--- config.mk ---
export PLATFORM = sky130hd
export DESIGN_NAME = id_ex_stage_flat
export DESIGN_NICKNAME = d
export VERILOG_FILES = /design/src/rtl/id_ex_stage_if.sv /design/src/rtl/id_ex_stage.sv /design/src/flat_wrapper.sv
export SDC_FILE = /design/constraint.sdc
export NUM_CORES = 1
export LEC_CHECK = 0
export BUFFER_PORTS_ARGS = -buffer_cell sky130_fd_sc_hd__buf_2
export CAP_MARGIN = 20
export CORE_MARGIN = 2
export CORE_UTILIZATION = 47
export DETAILED_ROUTE_END_ITERATION = 12
export PLACE_DENSITY = 0.81
export SYNTH_ARGS = -nofsm -noshare
export SYNTH_HDL_FRONTEND = slang
export SYNTH_SLANG_ARGS = --single-unit
--- constraint.sdc ---
create_clock -name clock -period 4 [get_ports clock]
set_input_delay 0.6 -clock clock [delete_from_list [all_inputs] [get_ports clock]]
set_output_delay 0.6 -clock clock [all_outputs]
set_load 0.1 [all_outputs]
--- src/rtl/id_ex_stage_if.sv ---
// ID-side and EX-side signal bundle of the ID/EX pipeline register.
// The master drives the decoded ID fields; the slave (the stage) drives the registered EX fields.
interface id_ex_if #(
    parameter int DATA_WIDTH = 32
);
    logic                  validID;
    logic [4:0]            rsID, rtID, rdID;
    logic [DATA_WIDTH-1:0] readData1ID, readData2ID, immID;
    logic                  regWriteID, memReadID, memWriteID, memToRegID, aluSrcID;
    logic [3:0]            aluOpID;

    logic                  validEX;
    logic [4:0]            rsEX, rtEX, rdEX;
    logic [DATA_WIDTH-1:0] readData1EX, readData2EX, immEX;
    logic                  regWriteEX, memReadEX, memWriteEX, memToRegEX, aluSrcEX;
    logic [3:0]            aluOpEX;

    modport master (
        output validID, rsID, rtID, rdID, readData1ID, readData2ID, immID,
               regWriteID, memReadID, memWriteID, memToRegID, aluSrcID, aluOpID,
        input  validEX, rsEX, rtEX, rdEX, readData1EX, readData2EX, immEX,
               regWriteEX, memReadEX, memWriteEX, memToRegEX, aluSrcEX, aluOpEX
    );

    modport slave (
        input  validID, rsID, rtID, rdID, readData1ID, readData2ID, immID,
               regWriteID, memReadID, memWriteID, memToRegID, aluSrcID, aluOpID,
        output validEX, rsEX, rtEX, rdEX, readData1EX, readData2EX, immEX,
               regWriteEX, memReadEX, memWriteEX, memToRegEX, aluSrcEX, aluOpEX
    );
endinterface

--- src/rtl/id_ex_stage.sv ---
// ID/EX pipeline register with load-use bubble insertion, branch flush,
// external stall with deferred flush, and a saturating bubble counter.
module id_ex_stage #(
    parameter int DATA_WIDTH  = 32,
    parameter int COUNT_WIDTH = 16
) (
    input  logic                   clock,
    input  logic                   reset,
    input  logic                   stallExt,
    input  logic                   flush,
    id_ex_if.slave                 bus,
    output logic                   stallIFID,
    output logic [COUNT_WIDTH-1:0] bubbleCount
);
    typedef struct packed {
        logic                  valid;
        logic [4:0]            rs;
        logic [4:0]            rt;
        logic [4:0]            rd;
        logic [DATA_WIDTH-1:0] rd1;
        logic [DATA_WIDTH-1:0] rd2;
        logic [DATA_WIDTH-1:0] imm;
        logic                  reg_write;
        logic                  mem_read;
        logic                  mem_write;
        logic                  mem_to_reg;
        logic                  alu_src;
        logic [3:0]            alu_op;
    } ex_t;

    ex_t  ex_q;
    ex_t  ex_capture;
    logic pending_flush;
    logic flush_eff;
    logic load_use;
    logic count_full;

    always_comb begin
        flush_eff  = flush | pending_flush;
        load_use   = ex_q.valid & ex_q.mem_read & (ex_q.rt != 5'd0) & bus.validID
                   & ((ex_q.rt == bus.rsID) | (ex_q.rt == bus.rtID));
        stallIFID  = stallExt | (load_use & ~flush_eff);
        count_full = &bubbleCount;
    end

    // Side-effecting controls of an invalid ID slot are killed so EX never acts on it.
    always_comb begin
        ex_capture.valid      = bus.validID;
        ex_capture.rs         = bus.rsID;
        ex_capture.rt         = bus.rtID;
        ex_capture.rd         = bus.rdID;
        ex_capture.rd1        = bus.readData1ID;
        ex_capture.rd2        = bus.readData2ID;
        ex_capture.imm        = bus.immID;
        ex_capture.reg_write  = bus.regWriteID & bus.validID;
        ex_capture.mem_read   = bus.memReadID  & bus.validID;
        ex_capture.mem_write  = bus.memWriteID & bus.validID;
        ex_capture.mem_to_reg = bus.memToRegID;
        ex_capture.alu_src    = bus.aluSrcID;
        ex_capture.alu_op     = bus.aluOpID;
    end

    always_ff @(posedge clock) begin
        if (!reset) begin
            ex_q          <= '0;
            pending_flush <= 1'b0;
            bubbleCount   <= '0;
        end else if (stallExt) begin
            if (flush) pending_flush <= 1'b1;
        end else if (flush_eff) begin
            ex_q          <= '0;
            pending_flush <= 1'b0;
            if (!count_full) bubbleCount <= bubbleCount + 1'b1;
        end else if (load_use) begin
            ex_q <= '0;
            if (!count_full) bubbleCount <= bubbleCount + 1'b1;
        end else begin
            ex_q <= ex_capture;
        end
    end

    assign bus.validEX     = ex_q.valid;
    assign bus.rsEX        = ex_q.rs;
    assign bus.rtEX        = ex_q.rt;
    assign bus.rdEX        = ex_q.rd;
    assign bus.readData1EX = ex_q.rd1;
    assign bus.readData2EX = ex_q.rd2;
    assign bus.immEX       = ex_q.imm;
    assign bus.regWriteEX  = ex_q.reg_write;
    assign bus.memReadEX   = ex_q.mem_read;
    assign bus.memWriteEX  = ex_q.mem_write;
    assign bus.memToRegEX  = ex_q.mem_to_reg;
    assign bus.aluSrcEX    = ex_q.alu_src;
    assign bus.aluOpEX     = ex_q.alu_op;
endmodule

--- src/flat_wrapper.sv ---
// flat-port wrapper written by rule: the top's interface ports become plain ports
module id_ex_stage_flat 
#(
    parameter int DATA_WIDTH  = 32,
    parameter int COUNT_WIDTH = 16
)
  (clock, reset, stallExt, flush, stallIFID, bubbleCount, bus_validID, bus_rsID, bus_rtID, bus_rdID, bus_readData1ID, bus_readData2ID, bus_immID, bus_regWriteID, bus_memReadID, bus_memWriteID, bus_memToRegID, bus_aluSrcID, bus_aluOpID, bus_validEX, bus_rsEX, bus_rtEX, bus_rdEX, bus_readData1EX, bus_readData2EX, bus_immEX, bus_regWriteEX, bus_memReadEX, bus_memWriteEX, bus_memToRegEX, bus_aluSrcEX, bus_aluOpEX);
  id_ex_if #(.DATA_WIDTH(DATA_WIDTH)) bus_i ();
  input  logic clock;
  input  logic reset;
  input  logic stallExt;
  input  logic flush;
  output logic stallIFID;
  output logic [COUNT_WIDTH-1:0] bubbleCount;
  input wire logic [$bits(bus_i.validID)-1:0] bus_validID;
  input wire logic [$bits(bus_i.rsID)-1:0] bus_rsID;
  input wire logic [$bits(bus_i.rtID)-1:0] bus_rtID;
  input wire logic [$bits(bus_i.rdID)-1:0] bus_rdID;
  input wire logic [$bits(bus_i.readData1ID)-1:0] bus_readData1ID;
  input wire logic [$bits(bus_i.readData2ID)-1:0] bus_readData2ID;
  input wire logic [$bits(bus_i.immID)-1:0] bus_immID;
  input wire logic [$bits(bus_i.regWriteID)-1:0] bus_regWriteID;
  input wire logic [$bits(bus_i.memReadID)-1:0] bus_memReadID;
  input wire logic [$bits(bus_i.memWriteID)-1:0] bus_memWriteID;
  input wire logic [$bits(bus_i.memToRegID)-1:0] bus_memToRegID;
  input wire logic [$bits(bus_i.aluSrcID)-1:0] bus_aluSrcID;
  input wire logic [$bits(bus_i.aluOpID)-1:0] bus_aluOpID;
  output wire logic [$bits(bus_i.validEX)-1:0] bus_validEX;
  output wire logic [$bits(bus_i.rsEX)-1:0] bus_rsEX;
  output wire logic [$bits(bus_i.rtEX)-1:0] bus_rtEX;
  output wire logic [$bits(bus_i.rdEX)-1:0] bus_rdEX;
  output wire logic [$bits(bus_i.readData1EX)-1:0] bus_readData1EX;
  output wire logic [$bits(bus_i.readData2EX)-1:0] bus_readData2EX;
  output wire logic [$bits(bus_i.immEX)-1:0] bus_immEX;
  output wire logic [$bits(bus_i.regWriteEX)-1:0] bus_regWriteEX;
  output wire logic [$bits(bus_i.memReadEX)-1:0] bus_memReadEX;
  output wire logic [$bits(bus_i.memWriteEX)-1:0] bus_memWriteEX;
  output wire logic [$bits(bus_i.memToRegEX)-1:0] bus_memToRegEX;
  output wire logic [$bits(bus_i.aluSrcEX)-1:0] bus_aluSrcEX;
  output wire logic [$bits(bus_i.aluOpEX)-1:0] bus_aluOpEX;
  assign bus_i.validID = bus_validID;
  assign bus_i.rsID = bus_rsID;
  assign bus_i.rtID = bus_rtID;
  assign bus_i.rdID = bus_rdID;
  assign bus_i.readData1ID = bus_readData1ID;
  assign bus_i.readData2ID = bus_readData2ID;
  assign bus_i.immID = bus_immID;
  assign bus_i.regWriteID = bus_regWriteID;
  assign bus_i.memReadID = bus_memReadID;
  assign bus_i.memWriteID = bus_memWriteID;
  assign bus_i.memToRegID = bus_memToRegID;
  assign bus_i.aluSrcID = bus_aluSrcID;
  assign bus_i.aluOpID = bus_aluOpID;
  assign bus_validEX = bus_i.validEX;
  assign bus_rsEX = bus_i.rsEX;
  assign bus_rtEX = bus_i.rtEX;
  assign bus_rdEX = bus_i.rdEX;
  assign bus_readData1EX = bus_i.readData1EX;
  assign bus_readData2EX = bus_i.readData2EX;
  assign bus_immEX = bus_i.immEX;
  assign bus_regWriteEX = bus_i.regWriteEX;
  assign bus_memReadEX = bus_i.memReadEX;
  assign bus_memWriteEX = bus_i.memWriteEX;
  assign bus_memToRegEX = bus_i.memToRegEX;
  assign bus_aluSrcEX = bus_i.aluSrcEX;
  assign bus_aluOpEX = bus_i.aluOpEX;
  id_ex_stage #(.DATA_WIDTH(DATA_WIDTH), .COUNT_WIDTH(COUNT_WIDTH)) u_core (.clock(clock), .reset(reset), .stallExt(stallExt), .flush(flush), .bus(bus_i), .stallIFID(stallIFID), .bubbleCount(bubbleCount));
endmodule
# Word level (Yosys, flattened, before mapping)
# Index checks and enable logic that the tools add are counted.
[classes]
addsub = 1
n_eq_ne = 3
muxes = 8
bitwise_logic = 13
reduce_logical = 6
[op_table]
columns = ["op", "n"]
rows = [
  ["$mux W121", 2],
  ["$mux W16", 3],
  ["$add A16 B1 Y16 const B", 1],
  ["$reduce_and A16 Y1", 1],
  ["$eq A5 B5 Y1", 2],
  ["$and A1 B1 Y1", 8],
  ["$reduce_bool A5 Y1", 1],
  ["$reduce_and A2 Y1", 2],
  ["$reduce_bool A2 Y1", 2],
  ["$mux W1", 3],
  ["$or A1 B1 Y1", 3],
  ["$ne A2 B1 Y1 const B", 1],
  ["$not A1 Y1", 2],
]
[totals]
reg_bits = 138
inputBits = 125
output_inout_bits = 138
wordCells = 46

# Longest topological paths before layout
[logic_depth]
depth_word = 6
ltp_mapped = 9
depth_no_buf = 7

# Worst setup path before layout
# OpenSTA, ideal clock, no wires.
[synth_path]
path_type = "reg2out"
start = "register u_core.ex_q, in the netlist u_core.bus.rtEX[4]"
end = "output stallIFID"
arrival_time_ns = 2.460
setup_slack_ns = 0.940
path_stages_with_launch = 6
path_buffers = 0
cell_sequence = "dfxtp_1 -> xnor2_1 -> nand3_1 -> o22ai_1 -> nor2b_1 -> a21o_1"
[synth_between]
elab_chain_len = 6
[synth_lines]
columns = ["item", "line_no", "text"]
rows = [
  ["start, declared", "id_ex_stage.sv:31", "ex_t ex_q;"],
  ["start signal, assigned", "id_ex_stage.sv:78", "ex_q <= ex_capture;"],
  ["$reduce_bool A5 Y1", "id_ex_stage.sv:40", "load_use = ex_q.valid & ex_q.mem_read & (ex_q.rt != 5'd0) & bus.validID"],
  ["$and A1 B1 Y1 (2 in series)", "id_ex_stage.sv:40", ""],
  ["$and A1 B1 Y1 *", "id_ex_stage.sv:41", "& ((ex_q.rt == bus.rsID) | (ex_q.rt == bus.rtID));"],
  ["$and A1 B1 Y1 *", "id_ex_stage.sv:42", "stallIFID = stallExt | (load_use & ~flush_eff);"],
  ["$or A1 B1 Y1 *", "id_ex_stage.sv:42", ""],
  ["end, declared", "flat_wrapper.sv:13", "output logic stallIFID;"],
]
# Every way passes the cells marked *; elsewhere a longest branch is shown, timed or not.

# Final worst setup path
[layout_path]
start = "register u_core.ex_q, in the netlist u_core.bus.rtEX[2]"
end = "register u_core.ex_q, in the netlist u_core.bus.regWriteEX"
[layout_between]
elab_chain_len = 6
[layout_lines]
columns = ["item", "line_no", "text"]
rows = [
  ["$reduce_bool A5 Y1", "id_ex_stage.sv:40", ""],
  ["$and A1 B1 Y1 (2 in series)", "id_ex_stage.sv:40", ""],
  ["$and A1 B1 Y1 *", "id_ex_stage.sv:41", ""],
  ["$mux W121 *", "id_ex_stage.sv:74", "end else if (load_use) begin"],
  ["$mux W121 *", "id_ex_stage.sv:70", "end else if (flush_eff) begin"],
]
# Marked as above.
# A chain may end at the register's enable or synchronous reset.

==> impl_metrics.yaml <==
job:
  cap_violations: 0
global_routing:
  antenna_found_initial: 1
  use_met2: 0.4076
  use_met3: 0.09763
  top_usage_layer: "met2"
  grt_pass1_wl_mm: 19.43
  grt_pass1_vias: 4001
  track_usage: 0.2396
  met1_usage: 0.2674
  gr-total-overflow: 0
  grt_max_degree: 104
yosys:
  synth_xor_area_frac: 0.02278
  ys_warn_count: 0
  synth_fp_nets: 518
  synth_top_family_by_area: "compound AO/OA/AOI/OAI gates"
  synthSimpleGateAreaFrac: 0.06292
  muxShareOfSynthArea: 0
  synth-compound-area-share: 0.2726
  synth_fa_ha_area_frac: 0.002712
  syn_area_per_cell_um2: 11.77
  ys_ff_latch: 138
  yosysSeqAreaShare: 0.5989
  synthCells: 392
  synthesis.area_um2: 4613
  ys_types: 28
route:
  first_pass_iters: 6
  wl_per_cell_um: 16.63
  wirelength_mm: 13.17
  drt_iter0_markers: 119
  ant_nets: 0
  drc: 0
  vias: 4147
  viasPerCell: 5.236
timing:
  max_slew_margin: 0.3063
  final.setup.worst_slack_ns: 0.6416
  setup_viol: 0
  fin_skew_ns: 0.008422
  finalHoldViolations: 0
  hold_slack_ns: 0.2946
  fin_tns_setup_ns: 0
  finalCritPeriodShare: 0.8396
  rsz0062_at_grt: "no"
  final-max-slew-violation-count: 0
  max_freq_mhz: 297.8
  worst_pin_slew_ns: 1.041
  layout_min_cycle_time_ns: 3.358
place:
  io_buffers: 262
  dp_hpwl_mm: 9.468
  place_ws_ns: 0.6336
  place.gp.congestion: 0.8089
  placed_area_um2: 5974
  dp_cells: 759
floorplanning:
  initial_utilization: 0.4786
  die_x_um: 103.1
  rows: 36
  coreArea_um2: 9639
  ios: 263
  die-area_um2: 10620
  dieHeight_um: 103.1
worst_hold_path:
  hold_class: "in2reg"
power_and_ir_drop:
  p_leak_nw: 3.214
  power.density_nw_per_um2: 556.5
  finalPower_mw: 3.676
  vdd_drop_max_uv: 306.7
run_status:
  status: "finished, final reports clean"
critical_path:
  path_cells: "or4_1 > o2111ai_2 > nor2b_1 > nor4b_4 > buf_4 > a32o_1"
  cp_data_required_time_ns: 4.45
  end_kind: "register"
  startpoint_type: "register"
  cp_data_arrival_time_ns: 3.81
  worstSetupPathType: "reg2reg"
  cp_num_buf_inv: 1
  critPathMaxFanout: 103
  slowest_stage: "buf_4"
  max_stage_delay_ns: 0.89
  crit_family: "simple AND/OR/NAND/NOR gates"
final_layout:
  final_net_count: 771
  stdcell_count: 792
  area.growth.synth_to_final_pct: 43.21
  layout-drive-gt1-share: 0.4590
  final_common_cell: "buf_2"
  stdcell_area_um2: 6606
  mostFrequentLayoutCells: "262 x buf_2, 138 x dfxtp_1, 118 x a22o_1"
  finish.utilization: 0.6854
clock_tree:
  cts_setup_buffers: 0
  insertion_delay_ns: 0.51
  cts_resized: 0
  clk_pin_slew_worst_paths_ns: 0.06
  cts_sinks: 138
  cts_max_path_buffers: 2
  numCtsBuffers: 17
  hold_buffers: 0
  cts_tree: "done"
  root_buffer: "clkbuf_8"
  htree_levels: 4
## layer usage
metal,share of wire,wire length (um)
met1,0.40,5208
met2,0.52,6793
met3,0.070,922
met4,0.018,242
met5,0,0
## worst register-to-register path: cells and delay by family (launching register included)
kind / cells / cell delay (ns)
and+or+nand+nor: 3 / 1.44
AOI/OAI and AO/OA: 2 / 0.61
DFF: 1 / 0.36
buffers and inverters: 1 / 0.89
## synthesized netlist by cell type
library cell  instances  share of area
nor2b_1               2         0.0027
a22o_1              118           0.22
nand2_1               6         0.0049
buf_4                11          0.018
and3_1                1         0.0014
o21ai_0               9         0.0098
buf_2                 4         0.0043
nor4_1                3         0.0041
nor4b_2               1         0.0033
or3_1                10          0.014
ha_1                  1         0.0027
o31ai_1               5         0.0081
a21oi_1              15          0.016
nand4_1               3         0.0041
dfxtp_1             138           0.60
o2111ai_2             1         0.0033
a32o_1                3         0.0065
nor2_1                4         0.0033
inv_1                 6         0.0049
nand3_1               9         0.0098
clkbuf_1             16          0.013
or2_2                 2         0.0027
a21o_1                2         0.0033
o22ai_1               1         0.0014
and2_0                1         0.0014
nor3_1                2         0.0022
xnor2_1              12          0.023
or4_1                 6         0.0098
## final cells by class
| class | count | area, um^2 |
|---|---|---|
| fillers | 759 | 3033 |
| flip-flops and latches | 138 | 2763 |
| multi-input cells | 217 | 1677 |
| repair buffers | 265 | 1346 |
| clock buffers | 17 | 414.1 |
| clock inverters | 15 | 215.2 |
| well taps | 133 | 166.4 |
| inverters | 6 | 22.52 |
| diodes | 1 | 2.502 |
## final timing paths
path / from / to / slack [ns] / cells past startpoint
min: bus_readData1ID[28] / u_core.bus.readData1EX[28]$_SDFFE_PN0N_ / 0.29 / 2
min reg2reg: u_core.bus.memWriteEX$_SDFFE_PN0N_ / u_core.bus.memWriteEX$_SDFFE_PN0N_ / 0.47 / 1
max reg2reg: u_core.bus.rtEX[2]$_SDFFE_PN0N_ / u_core.bus.regWriteEX$_SDFFE_PN0N_ / 0.64 / 6
max: u_core.bus.rtEX[2]$_SDFFE_PN0N_ / u_core.bus.regWriteEX$_SDFFE_PN0N_ / 0.64 / 6
## power by group
group	switching (mW)	internal (mW)
logic	0.447	0.120
registers	0.0294	1.42
clock network	0.630	1.03
total	1.11	2.57
## sequential cells by signal (all words and copies together), names as in the netlist
signal and cells:
u_core.bus.immEX 32, u_core.bus.regWriteEX 1, u_core.bus.aluSrcEX 1, u_core.bus.validEX 1
u_core.bus.memToRegEX 1, u_core.bus.memWriteEX 1, u_core.bubbleCount 16, u_core.bus.memReadEX 1
u_core.bus.rtEX 5, u_core.bus.rsEX 5, u_core.bus.rdEX 5, u_core.bus.readData2EX 32
u_core.bus.readData1EX 32, u_core.bus.aluOpEX 4, u_core.pending_flush 1
## cell families (layout without fill, tap and decap cells)
logic type / after synthesis / count (layout)
xor+xnor: 12 / 12
fa+ha+maj: 1 / 1
simple gates: 50 / 50
buf+inv: 37 / 303
compound gates: 154 / 154
flops: 138 / 138
other cells: 0 / 1
No activity file was read; power rests on OpenSTA's default activity.
